$ cat config.mk
export PLATFORM = sky130hd
export DESIGN_NAME = uart_rx_oversample
export DESIGN_NICKNAME = d
export VERILOG_FILES = /design/src/rtl/uart_rx_oversample.sv
export SDC_FILE = /design/constraint.sdc
export NUM_CORES = 1
export LEC_CHECK = 0
export CORE_ASPECT_RATIO = 1.75
export CORE_MARGIN = 10
export CORE_UTILIZATION = 55
export CTS_CLUSTER_DIAMETER = 30
export DETAILED_ROUTE_END_ITERATION = 8
export PLACE_DENSITY = 0.78
export REMOVE_ABC_BUFFERS = 1
export SYNTH_ARGS = -nofsm -noshare
export SYNTH_HDL_FRONTEND = slang
export SYNTH_SLANG_ARGS = --single-unit
$ cat constraint.sdc
create_clock -name clk -period 1.85 [get_ports clk]
set_input_delay 0.37 -clock clk [delete_from_list [all_inputs] [get_ports clk]]
set_output_delay 0.37 -clock clk [all_outputs]
set_load 0.03 [all_outputs]
$ cat src/rtl/uart_rx_oversample.sv
// UART receiver sampling a 2-flop-synchronised rx line on an external oversample tick.
// Recovers LSB-first frames with optional parity and flags stop-bit / parity errors.
module uart_rx_oversample #(
   parameter int DATA_BITS  = 8,
   parameter int OVERSAMPLE = 16,
   parameter int PARITY_EN  = 0,
   parameter int PARITY_ODD = 0
) (
   input  logic                 clk,
   input  logic                 rst,
   input  logic                 i_tick,
   input  logic                 i_rx,
   output logic [DATA_BITS-1:0] o_data_out,
   output logic                 o_rx_valid,
   output logic                 o_frame_err,
   output logic                 o_parity_err,
   output logic                 o_busy
);

   // state   | meaning
   // S_IDLE  | line idle, waiting for a low sample
   // S_START | counting to the middle of the start bit
   // S_DATA  | sampling data bits at mid-bit
   // S_PARITY| sampling the parity bit
   // S_STOP  | sampling the stop bit, publishes the frame
   // S_BREAK | stop bit was low, wait for the line to return high

   localparam int TW = $clog2(OVERSAMPLE);
   localparam int BW = $clog2(DATA_BITS + 1);
   localparam logic [TW-1:0] TC_HALF = TW'(OVERSAMPLE / 2 - 1);
   localparam logic [TW-1:0] TC_FULL = TW'(OVERSAMPLE - 1);
   localparam logic [BW-1:0] BC_LAST = BW'(DATA_BITS - 1);

   typedef enum logic [2:0] {
      S_IDLE, S_START, S_DATA, S_PARITY, S_STOP, S_BREAK
   } state_t;

   state_t               r_state;
   state_t               w_state_nxt;
   logic                 r_rx_meta;
   logic                 r_rx_s;
   logic [TW-1:0]        r_tick_cnt;
   logic [TW-1:0]        w_tick_cnt_nxt;
   logic [BW-1:0]        r_bit_cnt;
   logic [BW-1:0]        w_bit_cnt_nxt;
   logic [DATA_BITS-1:0] r_shift;
   logic [DATA_BITS-1:0] w_shift_nxt;
   logic                 r_perr;
   logic                 w_perr_nxt;
   logic                 w_done;

   always_ff @(posedge clk or posedge rst) begin
      if (rst) begin
         r_rx_meta <= 1'b1;
         r_rx_s    <= 1'b1;
      end else begin
         r_rx_meta <= i_rx;
         r_rx_s    <= r_rx_meta;
      end
   end

   always_comb begin
      w_state_nxt    = r_state;
      w_tick_cnt_nxt = r_tick_cnt;
      w_bit_cnt_nxt  = r_bit_cnt;
      w_shift_nxt    = r_shift;
      w_perr_nxt     = r_perr;
      w_done         = 1'b0;
      if (i_tick) begin
         w_tick_cnt_nxt = r_tick_cnt + TW'(1);
         case (r_state)
            S_IDLE: begin
               w_tick_cnt_nxt = '0;
               if (!r_rx_s) w_state_nxt = S_START;
            end
            S_START: begin
               if (r_tick_cnt == TC_HALF) begin
                  w_tick_cnt_nxt = '0;
                  w_bit_cnt_nxt  = '0;
                  w_state_nxt    = r_rx_s ? S_IDLE : S_DATA;
               end
            end
            S_DATA: begin
               if (r_tick_cnt == TC_FULL) begin
                  w_tick_cnt_nxt = '0;
                  w_shift_nxt    = {r_rx_s, r_shift[DATA_BITS-1:1]};
                  w_bit_cnt_nxt  = r_bit_cnt + BW'(1);
                  if (r_bit_cnt == BC_LAST)
                     w_state_nxt = (PARITY_EN != 0) ? S_PARITY : S_STOP;
               end
            end
            S_PARITY: begin
               if (r_tick_cnt == TC_FULL) begin
                  w_tick_cnt_nxt = '0;
                  w_perr_nxt     = (^r_shift) ^ r_rx_s ^ (PARITY_ODD != 0);
                  w_state_nxt    = S_STOP;
               end
            end
            S_STOP: begin
               if (r_tick_cnt == TC_FULL) begin
                  w_tick_cnt_nxt = '0;
                  w_done         = 1'b1;
                  // a low stop bit means the line may be held in break
                  w_state_nxt    = r_rx_s ? S_IDLE : S_BREAK;
               end
            end
            S_BREAK: begin
               w_tick_cnt_nxt = '0;
               if (r_rx_s) w_state_nxt = S_IDLE;
            end
            default: begin
               w_tick_cnt_nxt = '0;
               w_state_nxt    = S_IDLE;
            end
         endcase
      end
   end

   always_ff @(posedge clk or posedge rst) begin
      if (rst) begin
         r_state      <= S_IDLE;
         r_tick_cnt   <= '0;
         r_bit_cnt    <= '0;
         r_shift      <= '0;
         r_perr       <= 1'b0;
         o_data_out   <= '0;
         o_rx_valid   <= 1'b0;
         o_frame_err  <= 1'b0;
         o_parity_err <= 1'b0;
      end else begin
         r_state    <= w_state_nxt;
         r_tick_cnt <= w_tick_cnt_nxt;
         r_bit_cnt  <= w_bit_cnt_nxt;
         r_shift    <= w_shift_nxt;
         r_perr     <= w_perr_nxt;
         o_rx_valid <= w_done;
         if (w_done) begin
            o_data_out   <= r_shift;
            o_frame_err  <= ~r_rx_s;
            o_parity_err <= (PARITY_EN != 0) ? r_perr : 1'b0;
         end
      end
   end

   assign o_busy = (r_state != S_IDLE);

endmodule

==> metrics.txt <==
Max Used Layer met4; CP required just over 2 ns; H-Tree Depth 2; diode count 0; Final Instance Area 1870 µm²; top_reg_cell synth dfrtp_1; Port Buf Inserts 14; Leak approximately 0.87 nW; Fin. Hold Viols 0; CTS Root Cell clkbuf_8; Met3 Routed Length around 220 µm; final wirelength roughly 3300 µm; register area share after synthesis a little over half; die area 5260 µm²; met2 wire len between 1500 and 2000 µm; Rows 24; hold_buf cts 0; register area 778 µm²; final number of setup-violating endpoints 0; routed len/inst about 18 µm; Util after Layout 73.3%; worst-case vdd ir drop roughly 750 µV; Post-synth EDFFs 0; clock tree buffer depth 2; Placement Cell Area between 1500 and 2000 µm²; Top Ports 16; Synth Instances 135; status finished clean; CP arrival around 2.0 ns; Max Cap Viol 0; Worst setup SP type flip-flop; area grow syn2layout 26.0%; via density per instance about 6.1; Tot Pwr between 0.002 and 0.0025 W; Max Clock Skew approximately 0.008 ns; Reg clk slew, reported paths ~0.070 ns; # DRC 0; gpl congestion 0.855; Pre-antenna DRT Iters 4; clock tree sinks 31; post-route minimum period 1.75 ns; area of the multi-input gates 639 µm²; power per cell area 1150 nW/µm²; fin nets between 150 and 200; worst skew pair latency 0.29 ns; DRT met1 WL approximately 1200 µm; unrepaired setup endpoints after global routing no; f_max 570 MHz; Die Span X 59.3 µm; crit path kind flip-flop to flip-flop; cts bufs inserted 5; first-pass GRT wire length ~5600 µm; average size of a mapped cell about 11 µm²; Post-Syn Area between 1000 and 1500 µm²; synth warn 0; Routed Antenna Nets 0; fraction of layout cells with a size suffix above 1 28.0%; GR Overflow Total 0; most frequent cells in the layout dfrtp_1, mux2_2, clkdlybuf4s50_1; fin crit share a little over nine tenths; Synth async-reset ratio 100%; Initial Util between 50% and 60%; dpl ws around 0.0055 ns; Filler cells roughly 170; hpwl dp ~2400 µm; setup ws final ~0.096 ns; Netlist cell types 38; CP endpoint kind flip-flop; R2R setup slack about 0.096 ns; vias in the first global route between 1000 and 1500; TritonCTS clock tree yes; flops & latches, synth 31; commonest non-fill, non-tap cell in the layout dfrtp_1; Die Y approximately 89 µm; GRT Resource Usage Total between 10% and 20%; initial antenna violation count 0; fin. max-slew vios 0; Hold Crit Class flip-flop to flip-flop; Worst Path Max Fanout 8; core area between 2000 and 3000 µm²; largest net degree at the start of global routing 32; starting DRC count in detailed routing 38; setup TNS 0 ns; vias post-DR 1162
cells by family (layout without fill, tap and decap cells):
| kind of cell | Yosys count | count (layout) | share of synthesized area (%) |
|---|---|---|---|
| muxes | 18 | 18 | 13.6 |
| adders and majority gates | 2 | 2 | 1.68 |
| and+or+nand+nor | 45 | 45 | 16.4 |
| DFF | 31 | 31 | 52.4 |
| AOI/OAI and AO/OA | 25 | 25 | 11.0 |
| buffers and inverters | 13 | 42 | 4.63 |
| other | 1 | 1 | 0.252 |
worst paths after layout:
path                                   startpoint                  endpoint  depth (start not counted)
max reg2reg                r_state[2]$_DFFE_PP0P_  r_bit_cnt[3]$_DFFE_PP0P_                          4
min in group asynchronous                     rst    r_shift[4]$_DFFE_PP0P_                          3
max in group asynchronous                     rst          r_rx_s$_DFF_PP1_                          3
min                           r_rx_meta$_DFF_PP1_          r_rx_s$_DFF_PP1_                          0
min reg2reg                   r_rx_meta$_DFF_PP1_          r_rx_s$_DFF_PP1_                          0
max                        r_state[2]$_DFFE_PP0P_  r_bit_cnt[3]$_DFFE_PP0P_                          4
worst max-delay path: stages, from the launching register on:
cell and delay, ns:
dfrtp_1 0.46, buf_4 0.20, or3b_1 0.40, or4_1 0.52, nand3_1 0.11
registers in the layout, summed over array words and instances (netlist names), 3 cells and up:
register,count
o_data_out,8
r_shift,8
r_bit_cnt,4
r_tick_cnt,4
r_state,3
repair_timing:
item,CTS,global route
setup endpoints to repair,1,6
setup buffers,0,0
resized for setup,1,3
cells in the mapped netlist (all sizes together), types with 2 or more instances:
master | number | area share, %
nor3 | 2 | 0.67
nor2 | 8 | 2.0
and3 | 3 | 1.3
o22ai | 2 | 0.84
dfrtp | 29 | 49
clkbuf | 3 | 0.76
nor3b | 4 | 2.4
o211ai | 3 | 1.5
mux2 | 17 | 13
nand2 | 11 | 2.8
dfstp | 2 | 3.5
o2111ai | 2 | 1.2
a31oi | 2 | 0.84
ha | 2 | 1.7
buf | 5 | 2.6
nand2b | 2 | 0.84
inv | 5 | 1.3
nand3 | 7 | 2.4
o21a | 2 | 1.0
o21ai | 9 | 3.0
cell type report:
cell class	count	area share, %
Sequential cell	31	41.6
Multi-Input combinational cell	91	34.2
Timing Repair Buffer	29	15.2
Clock buffer	6	4.41
Clock inverter	2	1.87
Tap cell	26	1.74
Inverter	5	1.00
per-layer routing:
metal,up-vias,GRT usage [%]
met5,-,0
met4,0,6.50
met3,9,5.02
met2,43,23.4
met1,576,14.2
li1,534,-
through the flow:
step	hold WS (ns)	instances
2_1_floorplan	0.345	127
3_3_place_gp	0.350	182
3_5_place_dp	0.356	182
4_1_cts	0.372	190
5_1_grt	0.379	190
6_report	0.372	190
power breakdown:
| part | switching, W | leakage (nW) | total, W | internal (W) |
|---|---|---|---|---|
| logic | 0.000267 | 0.414 | 0.000545 | 0.000278 |
| registers | 0.000113 | 0.399 | 0.000913 | 0.000800 |
| clock network | 0.000257 | 0.0612 | 0.000692 | 0.000435 |
| total | 0.000636 | 0.874 | 0.00215 | 0.00151 |
Note: power is estimated with default switching activity, not from simulation.
